--- config.mk ---
export PLATFORM = sky130hd
export DESIGN_NAME = bht_nway
export DESIGN_NICKNAME = d
export VERILOG_FILES = /design/src/rtl/bht_pkg.sv /design/src/rtl/bht_match.sv /design/src/rtl/bht_nway.sv
export SDC_FILE = /design/constraint.sdc
export NUM_CORES = 1
export LEC_CHECK = 0
export ABC_AREA = 1
export CORE_MARGIN = 8
export CORE_UTILIZATION = 40
export DETAILED_ROUTE_END_ITERATION = 10
export DONT_BUFFER_PORTS = 1
export PLACE_DENSITY = 0.63
export SLEW_MARGIN = 10
export SYNTH_ARGS = -nofsm -noshare
export SYNTH_HDL_FRONTEND = slang
export SYNTH_HIERARCHICAL = 1
export SYNTH_SLANG_ARGS = --single-unit
--- constraint.sdc ---
create_clock -name clk -period 3.2 [get_ports clk]
set_input_delay 0.64 -clock clk [delete_from_list [all_inputs] [get_ports clk]]
set_output_delay 0.64 -clock clk [all_outputs]
set_load 0.01 [all_outputs]
--- src/rtl/bht_pkg.sv ---
`default_nettype none
// ============================================================================
// Module      : bht_pkg
// Description : Shared constants for the N-way branch history table: update
//               op encodings, flush FSM state encodings and the weakly-taken
//               counter initial value.
// Revision    : 1.0 - initial release
// ============================================================================
package bht_pkg;

    localparam int BHT_OP_NBIT = 2;

    localparam logic [BHT_OP_NBIT-1:0] BHT_OP_NOP    = 2'b00;
    localparam logic [BHT_OP_NBIT-1:0] BHT_OP_TAKEN  = 2'b01;
    localparam logic [BHT_OP_NBIT-1:0] BHT_OP_NTAKEN = 2'b10;
    localparam logic [BHT_OP_NBIT-1:0] BHT_OP_FLUSH  = 2'b11;

    localparam int BHT_STATE_NBIT = 1;

    localparam logic [BHT_STATE_NBIT-1:0] S_IDLE  = 1'b0;
    localparam logic [BHT_STATE_NBIT-1:0] S_FLUSH = 1'b1;

    // Weakly-taken counter value: MSB set, all lower bits clear.
    function automatic logic [31:0] bht_weak_taken(input int cnt_nbit);
        return 32'd1 << (cnt_nbit - 1);
    endfunction

endpackage
`default_nettype wire

--- src/rtl/bht_match.sv ---
`default_nettype none
// ============================================================================
// Module      : bht_match
// Description : Combinational tag compare across the ways of one set.
//               Returns the priority-encoded hit way (lowest wins) and the
//               lowest-numbered invalid way for allocation.
// Revision    : 1.0 - initial release
// ============================================================================
module bht_match
    import bht_pkg::*;
#(
    parameter int NWAY     = 2,
    parameter int TAG_NBIT = 7,
    parameter int WAY_NBIT = 1
) (
    input  logic [NWAY-1:0]               i_valid,
    input  logic [NWAY-1:0][TAG_NBIT-1:0] i_tags,
    input  logic [TAG_NBIT-1:0]           i_tag,
    output logic                          o_hit,
    output logic [WAY_NBIT-1:0]           o_hit_way,
    output logic                          o_any_invalid,
    output logic [WAY_NBIT-1:0]           o_inv_way
);

    // Scan from the top way down so the lowest-numbered match/invalid wins.
    always_comb begin
        o_hit         = 1'b0;
        o_hit_way     = '0;
        o_any_invalid = 1'b0;
        o_inv_way     = '0;
        for (int i = NWAY - 1; i >= 0; i--) begin
            if (i_valid[i] && (i_tags[i] == i_tag)) begin
                o_hit     = 1'b1;
                o_hit_way = WAY_NBIT'(i);
            end
            if (!i_valid[i]) begin
                o_any_invalid = 1'b1;
                o_inv_way     = WAY_NBIT'(i);
            end
        end
    end

endmodule
`default_nettype wire

--- src/rtl/bht_nway.sv ---
`default_nettype none
// ============================================================================
// Module      : bht_nway
// Description : N-way set-associative branch history table with saturating
//               counters, round-robin replacement and a sequenced flush that
//               clears one set per cycle.
// Revision    : 1.0 - initial release
// ============================================================================
module bht_nway
    import bht_pkg::*;
#(
    parameter int ADDR_NBIT = 10,
    parameter int NSET      = 8,
    parameter int NWAY      = 2,
    parameter int CNT_NBIT  = 2
) (
    input  logic                   clk,
    input  logic                   rst,
    input  logic [BHT_OP_NBIT-1:0] op,
    input  logic [ADDR_NBIT-1:0]   pc_w,
    input  logic [ADDR_NBIT-1:0]   dst_w,
    input  logic [ADDR_NBIT-1:0]   pc_r,
    output logic [ADDR_NBIT-1:0]   dst_r,
    output logic                   take_r,
    output logic                   hit_r,
    output logic                   busy
);

    localparam int c_idx_nbit = $clog2(NSET);
    localparam int c_tag_nbit = ADDR_NBIT - c_idx_nbit;
    localparam int c_way_nbit = (NWAY > 1) ? $clog2(NWAY) : 1;

    localparam logic [CNT_NBIT-1:0]   c_weak_cnt = CNT_NBIT'(bht_weak_taken(CNT_NBIT));
    localparam logic [c_way_nbit-1:0] c_last_way = c_way_nbit'(NWAY - 1);
    localparam logic [c_idx_nbit-1:0] c_last_set = c_idx_nbit'(NSET - 1);

    // Table storage: valid and victim pointer are reset, payload is not.
    logic [NWAY-1:0]                 r_valid [NSET];
    logic [c_way_nbit-1:0]           r_ptr   [NSET];
    logic [NWAY-1:0][c_tag_nbit-1:0] r_tag   [NSET];
    logic [NWAY-1:0][ADDR_NBIT-1:0]  r_dst   [NSET];
    logic [NWAY-1:0][CNT_NBIT-1:0]   r_cnt   [NSET];

    logic [BHT_STATE_NBIT-1:0] r_state;
    logic [BHT_STATE_NBIT-1:0] w_state_nxt;
    logic [c_idx_nbit-1:0]     r_flush_set;
    logic [c_idx_nbit-1:0]     w_flush_set_nxt;

    // Read port decode.
    logic [c_idx_nbit-1:0] w_rd_idx;
    logic [c_tag_nbit-1:0] w_rd_tag;
    logic                  w_rd_hit;
    logic [c_way_nbit-1:0] w_rd_way;
    logic                  w_rd_unused_any_inv;
    logic [c_way_nbit-1:0] w_rd_unused_inv_way;

    // Write port decode.
    logic [c_idx_nbit-1:0] w_wr_idx;
    logic [c_tag_nbit-1:0] w_wr_tag;
    logic                  w_wr_hit;
    logic [c_way_nbit-1:0] w_wr_way;
    logic                  w_wr_any_inv;
    logic [c_way_nbit-1:0] w_wr_inv_way;

    logic                  w_accept;
    logic                  w_alloc;
    logic                  w_hit_taken;
    logic                  w_hit_ntaken;
    logic [c_way_nbit-1:0] w_victim;
    logic [c_way_nbit-1:0] w_ptr_nxt;
    logic [CNT_NBIT-1:0]   w_wr_cnt;

    assign w_rd_idx = pc_r[c_idx_nbit-1:0];
    assign w_rd_tag = pc_r[ADDR_NBIT-1:c_idx_nbit];
    assign w_wr_idx = pc_w[c_idx_nbit-1:0];
    assign w_wr_tag = pc_w[ADDR_NBIT-1:c_idx_nbit];

    bht_match #(
        .NWAY     (NWAY),
        .TAG_NBIT (c_tag_nbit),
        .WAY_NBIT (c_way_nbit)
    ) u_match_rd (
        .i_valid       (r_valid[w_rd_idx]),
        .i_tags        (r_tag[w_rd_idx]),
        .i_tag         (w_rd_tag),
        .o_hit         (w_rd_hit),
        .o_hit_way     (w_rd_way),
        .o_any_invalid (w_rd_unused_any_inv),
        .o_inv_way     (w_rd_unused_inv_way)
    );

    bht_match #(
        .NWAY     (NWAY),
        .TAG_NBIT (c_tag_nbit),
        .WAY_NBIT (c_way_nbit)
    ) u_match_wr (
        .i_valid       (r_valid[w_wr_idx]),
        .i_tags        (r_tag[w_wr_idx]),
        .i_tag         (w_wr_tag),
        .o_hit         (w_wr_hit),
        .o_hit_way     (w_wr_way),
        .o_any_invalid (w_wr_any_inv),
        .o_inv_way     (w_wr_inv_way)
    );

    assign busy   = (r_state == S_FLUSH);
    assign hit_r  = w_rd_hit;
    assign take_r = w_rd_hit & r_cnt[w_rd_idx][w_rd_way][CNT_NBIT-1] & ~busy;
    assign dst_r  = w_rd_hit ? r_dst[w_rd_idx][w_rd_way] : '0;

    // Every op, FLUSH included, is dropped while a flush is sequencing.
    assign w_accept     = ~busy;
    assign w_alloc      = w_accept & (op == BHT_OP_TAKEN)  & ~w_wr_hit;
    assign w_hit_taken  = w_accept & (op == BHT_OP_TAKEN)  &  w_wr_hit;
    assign w_hit_ntaken = w_accept & (op == BHT_OP_NTAKEN) &  w_wr_hit;
    assign w_victim     = w_wr_any_inv ? w_wr_inv_way : r_ptr[w_wr_idx];
    assign w_ptr_nxt    = (r_ptr[w_wr_idx] == c_last_way) ? '0
                                                          : r_ptr[w_wr_idx] + 1'b1;
    assign w_wr_cnt     = r_cnt[w_wr_idx][w_wr_way];

    // Flush FSM state and set counter registers.
    always_ff @(posedge clk or posedge rst) begin
        if (rst) begin
            r_state     <= S_IDLE;
            r_flush_set <= '0;
        end else begin
            r_state     <= w_state_nxt;
            r_flush_set <= w_flush_set_nxt;
        end
    end

    // Flush FSM next state: walk sets 0..NSET-1, then return to idle.
    always_comb begin
        w_state_nxt     = r_state;
        w_flush_set_nxt = r_flush_set;
        case (r_state)
            S_IDLE: begin
                if (op == BHT_OP_FLUSH) begin
                    w_state_nxt     = S_FLUSH;
                    w_flush_set_nxt = '0;
                end
            end
            S_FLUSH: begin
                w_flush_set_nxt = r_flush_set + 1'b1;
                if (r_flush_set == c_last_set) begin
                    w_state_nxt = S_IDLE;
                end
            end
            default: begin
                w_state_nxt = S_IDLE;
            end
        endcase
    end

    // Valid bits and victim pointers: cleared by reset/flush, set on allocation.
    always_ff @(posedge clk or posedge rst) begin
        if (rst) begin
            for (int s = 0; s < NSET; s++) begin
                r_valid[s] <= '0;
                r_ptr[s]   <= '0;
            end
        end else if (busy) begin
            r_valid[r_flush_set] <= '0;
            r_ptr[r_flush_set]   <= '0;
        end else if (w_alloc) begin
            r_valid[w_wr_idx][w_victim] <= 1'b1;
            r_ptr[w_wr_idx]             <= w_ptr_nxt;
        end
    end

    // Entry payload: fill on allocation, saturating counter update on a hit.
    always_ff @(posedge clk) begin
        if (w_alloc) begin
            r_tag[w_wr_idx][w_victim] <= w_wr_tag;
            r_dst[w_wr_idx][w_victim] <= dst_w;
            r_cnt[w_wr_idx][w_victim] <= c_weak_cnt;
        end else if (w_hit_taken) begin
            r_dst[w_wr_idx][w_wr_way] <= dst_w;
            if (w_wr_cnt != '1) begin
                r_cnt[w_wr_idx][w_wr_way] <= w_wr_cnt + 1'b1;
            end
        end else if (w_hit_ntaken) begin
            if (w_wr_cnt != '0) begin
                r_cnt[w_wr_idx][w_wr_way] <= w_wr_cnt - 1'b1;
            end
        end
    end

endmodule
`default_nettype wire
; Word-level counts from Yosys, hierarchy flattened
; Memories as Yosys holds them, arrays and structs flattened.
; Index checks and enable logic that the tools add are counted.
; W data, S select, Z words.
[word_totals]
regBits = 28
latch_bits = 0
ram_bits = 304
romBits = 0
in_bits = 34
output_inout_bits = 13
wordCells = 201
mem_count = 3
[classes]
add_sub_neg = 4
n_mul = 0
div_mod_pow = 0
n_lt_le_gt_ge = 10
n_eq_ne = 10
shifts = 0
mux = 101
n_bitwise = 45
reduce_logical = 10
[mem_list]
columns = memory, depth, word_bits, rd, rd_clocked_by_memory_dff, write_ports, line_no
row1 = r_dst, 8, 20, 1, 0, 1, bht_nway.sv:41  ; logic [NWAY-1:0][ADDR_NBIT-1:0] r_dst [NSET];
row2 = r_tag, 8, 14, 2, 0, 1, bht_nway.sv:40  ; logic [NWAY-1:0][c_tag_nbit-1:0] r_tag [NSET];
row3 = r_cnt, 8, 4, 2, 0, 1, bht_nway.sv:42  ; logic [NWAY-1:0][CNT_NBIT-1:0] r_cnt [NSET];
[op_table]
columns = cell, count
row1 = $mux W1, 56
row2 = $mux W10, 5
row3 = $mux W20, 2
row4 = $mux W16, 2
row5 = $eq A7 B7 Y1, 4
row6 = $or A1 B1 Y1, 28
row7 = $mux W2, 12
row8 = $demux W10 S1, 2
row9 = $and A16 B16 Y16, 1
row10 = $mux W8, 2
row11 = $not A16 Y16, 1
row12 = $or A16 B16 Y16, 1
row13 = $mux W14, 1
row14 = $bmux W2 S3, 2
row15 = $demux W2 S3, 2
row16 = $ge A4 B4 Y1 const B, 3
row17 = $mux W4, 3
row18 = $not A3 Y4, 3
row19 = $and A8 B8 Y8, 1
row20 = $bwmux W8, 1
row21 = $logic_and A1 B1 Y1, 8
row22 = $lt A4 B1 Y1 const B, 2
row23 = $not A8 Y8, 1
row24 = $and A1 B1 Y1, 7
row25 = 22 further kinds, 30

; Depth between registers and ports, before layout
; Gate-level depths: netlist of the first run.
[depth]
depth_word = 16
depth_mapped = 28
ltp_nobuf = 26

; Hierarchy
; The synthesis of the first run kept the hierarchy.
[by_module_without_submodules]
columns = mod, n_inst, cells_per_inst, area_per_inst_um2, seq_area_each_um2
row1 = bht_nway, 1, 1347, 14686.6, 9829.4
row2 = bht_match, 2, 92, 375.4, 0.0

; Worst setup path before layout of the first run
; No wires, ideal clock.
[synth_timing]
path_type = input-to-reg
from = input pc_w[0]
to = memory r_cnt[0][0] in the netlist's numbering, data pin
setup_time_ps = 224
t_arrival_ps = 3552
required_time_ps = 2976
slack_ps = -575
path_stages = 23
n_path_buf = 3
cell_sequence = buf_4 > buf_2 > nand3_1 > inv_2 > buf_2 > a221oi_1 > nand4_1 > nand2_1 > nand2_1 > nor2_1 > nand2_1 > nor2_2 > nor2_2 > inv_1 > a21oi_1 > nand3_1 > nand2_1 > ha_1 > nor4_2 > nand2_1 > nand2_1 > inv_2 > a21oi_1
[synth_between]
elab_chain_len = 16
word_cells_on_any_way = 39
classes_between = 2 x add/sub / 2 x order compare / 3 x eq/ne / 21 x mux / 5 x bitwise / 4 x reduce/logical / 2 x memory
[synth_lines]
columns = item, line_no
row1 = "start, declared", bht_nway.sv:20  ; input logic [ADDR_NBIT-1:0] pc_w,
row2 = "parallel branches: the longest is 6 deep, another holds $mem_v2 Z8 W14", n/a
row3 = $mux W1 *, bht_match.sv:32  ; if (i_valid[i] && (i_tags[i] == i_tag)) begin
row4 = named net w_wr_way, bht_nway.sv:61  ; logic [c_way_nbit-1:0] w_wr_way;
row5 = $mux W2 (not written as such) (2 in a row), bht_nway.sv:119  ; assign w_wr_cnt = r_cnt[w_wr_idx][w_wr_way];
row6 = $ne A2 B2 Y1 / $reduce_bool A2 Y1 (equally long branches), "bht_nway.sv:179, bht_nway.sv:183"
row7 = $mux W1 (on tied branches), "bht_nway.sv:179, bht_nway.sv:183"
row8 = $mux W1 (on tied branches), "bht_nway.sv:177, bht_nway.sv:182"
row9 = $mux W1 (on tied branches), "bht_nway.sv:173, bht_nway.sv:177"
row10 = $mux W4 (not written as such) / $mux W1 (equally long branches), "bht_nway.sv:180, bht_nway.sv:173"
row11 = $mux W1 (no source line) / $mux W4 (equally long branches), n/a
row12 = $mux W1 (no source line) *, n/a
row13 = "end, declared", bht_nway.sv:42
; Mark *: on every way through the listed nets, which the timed path passes. The select of a mux whose other input is x is not followed.

; Worst setup path after layout of the first run
[layout_timing]
from = input pc_r[0]
to = output dst_r[7]
[layout_between]
elab_chain_len = 10
word_cells_on_any_way = 16
classes_between = 2 x eq/ne / 9 x mux / 1 x bitwise / 2 x reduce/logical / 2 x memory
[layout_lines]
columns = item, line_no
row1 = "start, declared", bht_nway.sv:22  ; input logic [ADDR_NBIT-1:0] pc_r,
row2 = "parallel branches: the longest is 6 deep, another holds $mem_v2 Z8 W14", n/a
row3 = $mux W1 *, bht_match.sv:32
row4 = named net w_rd_way, bht_nway.sv:53  ; logic [c_way_nbit-1:0] w_rd_way;
row5 = $mux W10 (not written as such) * (2 in a row), bht_nway.sv:109  ; assign dst_r = w_rd_hit ? r_dst[w_rd_idx][w_rd_way] : '0;
row6 = $mux W10 *, bht_nway.sv:109
row7 = "end, declared", bht_nway.sv:23  ; output logic [ADDR_NBIT-1:0] dst_r,
; Marks and branches as above.

==> impl_metrics.env, run 1 <==
export IMPL_finalNetCount=1707
export IMPL_post_route_cells_drive_above_1_share_pct=25.5
export IMPL_synth_nets=1567
export IMPL_clkTransAtPathRegs_ns=0.06
export IMPL_final_antenna_net_count=0
export IMPL_floorplan_io_pins=47
export IMPL_area_growth_pct=29.3
export IMPL_drc_errors=0
export IMPL_htree_num_levels=2
export IMPL_mappedNetlistArea_um2=15400
export IMPL_clk_path_buf_depth=3
export IMPL_placed_cell_area_um2=17800
export IMPL_finalSetupViolations=37
export IMPL_dieArea_um2=45100
export IMPL_vias=12100
export IMPL_final_worst_setup_slack_ns=-0.243
export IMPL_viasPerCell=5.48
export IMPL_power_ir_vdd_worst_v=0.000390
export IMPL_ys_warn_count=6
export IMPL_netlist_instances=1529
export IMPL_grt_use_met2_pct=32.6
export IMPL_grt_first_pass_wirelength_um=68400
export IMPL_wl_um=45600
export IMPL_crit_path_max_fanout=149
export IMPL_num_fill_cells=3282
export IMPL_failed_checks="negative setup slack"
export IMPL_post_cts_hold_buffer_count=0
export IMPL_grt_use_met3_pct=3.36
export IMPL_worst_ep_arrival_time_ns=2.80
export IMPL_achievable_frequency_ghz=0.290
export IMPL_timing_hold_violations_final=0
export IMPL_vias_in_the_first_global_route=11400
export IMPL_globalplace_congestion=0.932
export IMPL_grt_antenna_before_repair=0
export IMPL_core_um2=38400
export IMPL_period_share_pct=108
export IMPL_crit_type="input port to output port"
export IMPL_setup_worst_path_end_class="output port"
export IMPL_post_route_cell_area_um2=19900
export IMPL_wl_per_cell_um=20.6
export IMPL_place_detailed_hpwl_um=29500
export IMPL_maximum_number_of_pins_on_one_net_before_global_route_repair=150
export IMPL_cts_root_buffer_cell="clkbuf_16"
export IMPL_hold_path_class="input port to asynchronous set/reset pin"
export IMPL_timing_slew_headroom_pct=29.0
export IMPL_antenna_cells=0
export IMPL_die_width_um=212
export IMPL_synth_area_per_cell_um2=10.1
export IMPL_timing_max_cap_violations=0
export IMPL_place_port_buffers=0
export IMPL_rsz0062_at_grt="true"
export IMPL_die_h_um=212
export IMPL_final_worst_clock_skew_ns=0.0243
export IMPL_start_kind="input port"
export IMPL_grtUsageTotal_pct=19.6
export IMPL_detailedPlace_worstSlack_ns=-0.555
export IMPL_dr_first_iter_drc_count=1304
export IMPL_clk_latency_ns=0.54
export IMPL_gr_total_overflow=0
export IMPL_tightestPinTransition_ns=1.06
export IMPL_use_met1_pct=25.9
export IMPL_final_max_slew_violation_count=0
export IMPL_required_ns=2.56
export IMPL_floorplan_initialDensity_pct=40.2
export IMPL_grt_most_used_layer="met2"
export IMPL_run_status="finished with violations"
export IMPL_power_density_cell_area_nw_per_um2=517
export IMPL_tritoncts="built"
export IMPL_cellLeakagePower_nw=7.24
export IMPL_rows=72
export IMPL_finalCriticalPeriod_ns=3.44
export IMPL_drt_first_pass_iters=6
export IMPL_cts_sinks=332
export IMPL_cts_inserted_buffers=36
-- repair_timing --
action / CTS / global route
resized for setup: 84 / 101
pin swaps: 25 / 49
setup endpoints to repair: 21 / 163
setup buffers: 12 / 14
cloned: 0 / 2
-- per-stage QoR --
| stage | hold WS [ns] | setup TNS (ns) | power, mW | cells | utilization (%) |
|---|---|---|---|---|---|
| floorplan | 0.459 | -47.20 | 5.83 | 1529 | - |
| global placement | 0.484 | -96.68 | 6.19 | 2123 | 46.3 |
| detailed placement | 0.489 | -113.30 | 6.21 | 2123 | 46.3 |
| CTS | 0.172 | -1.89 | 10.3 | 2196 | 50.6 |
| global route | 0.175 | -10.17 | 10.7 | 2211 | 52.0 |
| finish | 0.125 | -3.19 | 10.3 | 2211 | 52.0 |
-- routing by layer --
layer  vias to the layer above  routed length (um)
met4                         0                1340
met2                       515               22000
met5                         -                   0
met1                      5863               18400
li1                       5642                   -
met3                        86                3780
-- final cells by class --
cell class / instances / area [um2] / share of cell area [%]
clock inverter: 11 / 145 / 0.728
multi-input combinational: 974 / 5660 / 28.4
clock buffer: 51 / 1020 / 5.12
timing repair buffer: 184 / 2030 / 10.2
inverter: 139 / 591 / 2.96
timing repair inverter: 2 / 20.0 / 0.100
tap: 518 / 648 / 3.25
sequential: 332 / 9830 / 49.3
-- flip-flops by register name, summed over array words and instances (netlist names) --
register	flops
busy	1
r_cnt	32
r_dst	160
r_flush_set	3
r_ptr	8
r_tag	112
r_valid	16
-- power by group --
| part | total [mW] | internal, mW | switching [mW] | leakage, nW |
|---|---|---|---|---|
| combinational | 1.23 | 0.488 | 0.738 | 3.50 |
| sequential | 5.01 | 4.88 | 0.128 | 3.17 |
| clock | 4.09 | 2.41 | 1.68 | 0.565 |
-- critical path, stage by stage --
cell	delay, ns
inv_16	0.07
buf_4	0.18
a21oi_1	0.12
o21ai_1	0.08
nand2_1	0.06
nor2_1	0.04
a31oi_1	0.19
buf_4	0.19
inv_1	0.04
nand2_1	0.06
nand3_1	0.09
nor2_2	0.12
nand2_2	0.10
nor2_4	0.11
buf_12	0.15
buf_4	0.14
nand3_2	0.10
a21oi_4	0.24
-- layout by cell type (no fill, tap or decap), drive strengths merged --
| master | count |
|---|---|
| a211oi | 2 |
| a21oi | 106 |
| a221oi | 12 |
| a22o | 4 |
| a22oi | 11 |
| a31oi | 17 |
| and2 | 1 |
| buf | 184 |
| bufinv | 2 |
| clkbuf | 51 |
| clkinv | 15 |
| clkinvlp | 2 |
| dfrtp | 28 |
| edfxtp | 304 |
| ha | 4 |
| inv | 133 |
| nand2 | 231 |
| nand3 | 55 |
| nand4 | 13 |
| nor2 | 253 |
| nor3 | 1 |
| nor4 | 1 |
| o2111ai | 2 |
| o211ai | 45 |
| o21ai | 201 |
| o22ai | 11 |
| o2bb2ai | 1 |
| or2 | 1 |
| xnor2 | 2 |
-- path summary, 6_finish.rpt --
kind | start | end | slack [ns] | cells past startpoint
worst min register to register | r_valid[12] | r_valid[12] | 0.50 | 2
min in group clk | dst_w[3] | r_dst[0][3] | 0.19 | 0
worst min-delay path | rst | r_ptr[7] | 0.13 | 1
worst max register to register | r_tag[6][3] | r_cnt[6][3] | 0.01 | 22
max in group asynchronous | rst | r_valid[13] | 2.59 | 1
worst max-delay path | pc_r[0] | dst_r[7] | -0.24 | 18
Power figures use the tool's default switching activity.
==> run 2: changes to the inputs <==
Settings changed: HOLD_SLACK_MARGIN from default to 0.05.
==> results of run 2 <==
Same layout as run 1: the final DEF is identical, and so are final timing and power.
==> run 3: changes to the inputs <==
Settings changed: PLACE_DENSITY 0.63 to 0.55.
==> run 3 against run 2 <==
Net effect:
- the run still ends with negative setup slack left
- die area did not move
- global-route usage rose by 0.62 points
- sequential share of layout area rose by 0.47 points
- sequential power barely moved
- first-iteration DRC count fell by 14%
- routed wire length rose by 1.9%
- flip-flop and latch count did not move
- critical path type unchanged
- critical endpoint is now dst_r[0]
- largest cell class unchanged
==> impl_metrics.env, run 3 (same netlist as run 1, synthesis figures left out) <==
export IMPL_run_status="finished with violations"
export IMPL_failed_checks="negative setup slack"
export IMPL_die_h_um=212
export IMPL_die_width_um=212
export IMPL_cpLargestDelayFamily="buffers and inverters"
export IMPL_timing_slew_headroom_pct=30.8
export IMPL_wl_per_cell_um=21.0
export IMPL_critical_path_reg2reg_endpoint="r_cnt[4][3]"
export IMPL_core_um2=38400
export IMPL_vias_in_the_first_global_route=11600
export IMPL_start_kind="input port"
export IMPL_area_growth_pct=28.1
export IMPL_cts_sinks=332
export IMPL_htree_num_levels=2
export IMPL_post_route_cells_drive_above_1_share_pct=24.0
export IMPL_clk_latency_ns=0.53
export IMPL_viasPerCell=5.47
export IMPL_critPathSlowestCell="a21oi_2"
export IMPL_crit_path_end="dst_r[0]"
export IMPL_hold_path_class="input port to flip-flop"
export IMPL_detailedPlace_worstSlack_ns=-0.666
export IMPL_floorplan_io_pins=47
export IMPL_clkTransAtPathRegs_ns=0.06
export IMPL_gr_total_overflow=0
export IMPL_worst_r2r_startpoint="r_tag[6][3]"
export IMPL_achievable_frequency_ghz=0.288
export IMPL_setup_worst_path_end_class="output port"
export IMPL_ff_latch_area_um2=9830
export IMPL_power_ir_vdd_worst_v=0.000390
export IMPL_timing_hold_violations_final=0
export IMPL_final_max_slew_violation_count=0
export IMPL_timing_max_cap_violations=0
export IMPL_tritoncts="built"
export IMPL_final_cell_mix="edfxtp_1 (304), nor2_1 (225), nand2_1 (212), o21ai_0 (168), buf_4 (129)"
export IMPL_cts_inserted_buffers=37
export IMPL_finalSetupViolations=27
export IMPL_grt_most_used_layer="met2"
export IMPL_globalplace_congestion=0.878
export IMPL_required_ns=2.56
export IMPL_grt_use_met3_pct=3.27
export IMPL_timing_critical_path_mode_cell="nand2_1"
export IMPL_hold_path_cell_count=0
export IMPL_regMostFlops="r_dst"
export IMPL_crit_type="input port to output port"
export IMPL_final_common_cell="edfxtp_1"
export IMPL_place_detailed_hpwl_um=30300
export IMPL_final_worst_clock_skew_ns=0.0178
export IMPL_critical_path_origin="pc_r[0]"
export IMPL_post_route_cell_area_um2=19800
export IMPL_worst_ep_arrival_time_ns=2.83
export IMPL_crit_path_max_fanout=150
export IMPL_cell_count_after_placement=2133
export IMPL_place_port_buffers=0
export IMPL_finalCriticalPeriod_ns=3.47
export IMPL_dr_first_iter_drc_count=1127
export IMPL_maximum_number_of_pins_on_one_net_before_global_route_repair=150
export IMPL_tightestPinTransition_ns=1.04
export IMPL_drt_first_pass_iters=8
export IMPL_cellLeakagePower_nw=7.22
export IMPL_dieArea_um2=45100
export IMPL_rows=72
export IMPL_worstSetupPathDepth=18
export IMPL_reg2reg_setup_slack_ns=0.01
export IMPL_grt_antenna_before_repair=0
export IMPL_power_density_cell_area_nw_per_um2=529
export IMPL_count_of_buffer_and_inverter_cells_on_the_critical_path=7
export IMPL_layout_cells_non_filler=2212
export IMPL_final_antenna_net_count=0
export IMPL_post_cts_hold_buffer_count=0
export IMPL_placed_cell_area_um2=17800
export IMPL_biggestRegsByFlops="r_dst: 160 flops, r_tag: 112 flops, r_cnt: 32 flops"
export IMPL_largest_register_ff_count=160
export IMPL_worst_path_largest_cell_delay_ns=0.23
export IMPL_final_worst_setup_slack_ns=-0.267
export IMPL_finalNetCount=1708
export IMPL_length_in_cells_of_the_worst_reg_to_reg_path=22
export IMPL_use_met1_pct=26.6
export IMPL_rsz0062_at_grt="true"
export IMPL_grtUsageTotal_pct=20.3
export IMPL_area_occupied_by_multi_input_gates_um2=5430
export IMPL_timing_critical_path_cells="clkinv_16, buf_4, a21oi_1, o21ai_0, a31oi_1, buf_4, inv_1, nand2_1, nand2_1, nor2_1, nand2_1, nor2_2, nor2_4, buf_12, clkinv_8, buf_12, nand3_1, a21oi_2"
export IMPL_grt_first_pass_wirelength_um=70000
export IMPL_floorplan_initialDensity_pct=40.2
export IMPL_clk_path_buf_depth=3
export IMPL_drc_errors=0
export IMPL_vias=12100
export IMPL_grt_use_met2_pct=33.8
export IMPL_period_share_pct=108
export IMPL_wl_um=46400
export IMPL_setup_tns_final_ns=-2.85
export IMPL_cts_root_buffer_cell="clkbuf_16"
export IMPL_num_fill_cells=3428
export IMPL_antenna_cells=0
==> run 3: changes by cell type in the layout (fill, tap and decap cells not counted), sizes merged <==
| cell | before | now |
|---|---|---|
| clkinv | 15 | 16 |
| buf | 184 | 182 |
| clkbuf | 51 | 46 |
| clkinvlp | 2 | 3 |
| inv | 133 | 136 |
| bufinv | 2 | 4 |
| bufbuf | 0 | 1 |
==> run 3: repair_timing <==
action                     in CTS  in global routing
pin swaps                      27                 35
buffers inserted                3                 10
setup endpoints to repair      68                336
resized for setup              51                 75
cloned                          2                  3
==> run 3: worst reg2reg max path, stage by stage, from the launching register on <==
cell and delay [ns]:
edfxtp_1 0.35, inv_1 0.08, nor2_1 0.05, a211oi_2 0.19, nand4_1 0.21, buf_4 0.20, nand2_1 0.08, nand2_1 0.05
nor2_1 0.09, nand2_1 0.08, nor2_2 0.13, nor2_4 0.07, inv_4 0.09, a21oi_2 0.04, nand3_2 0.08, nand2_2 0.08
ha_4 0.17, nor4_4 0.29, buf_4 0.17, nand2_1 0.07, nand2_2 0.09, inv_6 0.08, a21oi_2 0.17
==> run 3: final cells by class <==
type / instances / area share, %
Clock buffer: 45 / 5.05
Inverter: 139 / 3.12
Tap cell: 518 / 3.28
Clock inverter: 18 / 1.01
Timing Repair inverter: 2 / 0.101
Multi-Input combinational cell: 974 / 27.5
Sequential cell: 332 / 49.7
Timing Repair Buffer: 184 / 10.2
==> run 3: routing by layer <==
layer  up-vias  part of all wire, %
li1       5639                    -
met1      5923                   42
met2       446                   48
met3        90                  6.6
met4         0                  3.1
met5         -                    0
==> run 3: power by group <==
part	leakage (nW)	switching (mW)	internal, mW
Clock	0.580	1.69	2.54
Sequential	3.17	0.126	4.88
Combinational	3.47	0.732	0.477
==> run 3: worst min-delay path by stage <==
stage | startpoint | endpoint | slack (ns)
5_1_grt | pc_w[6] | r_tag[0][10] | 0.18
3_3_place_gp | r_valid[13] | r_valid[13] | 0.48
6_report | dst_w[7] | r_dst[0][7] | 0.20
3_5_place_dp | r_valid[13] | r_valid[13] | 0.49
4_1_cts | dst_w[8] | r_dst[0][8] | 0.18
2_1_floorplan | r_valid[0] | r_valid[0] | 0.46
==> run 3: per-stage QoR <==
stage               hold slack [ns]  utilization, %  power, mW
CTS                           0.182            50.4       10.5
detailed placement            0.485            46.5       6.23
global placement              0.480            46.5       6.22
global route                  0.183            51.5       10.8
finish                        0.200            51.5       10.4
floorplan                     0.459               -       5.83
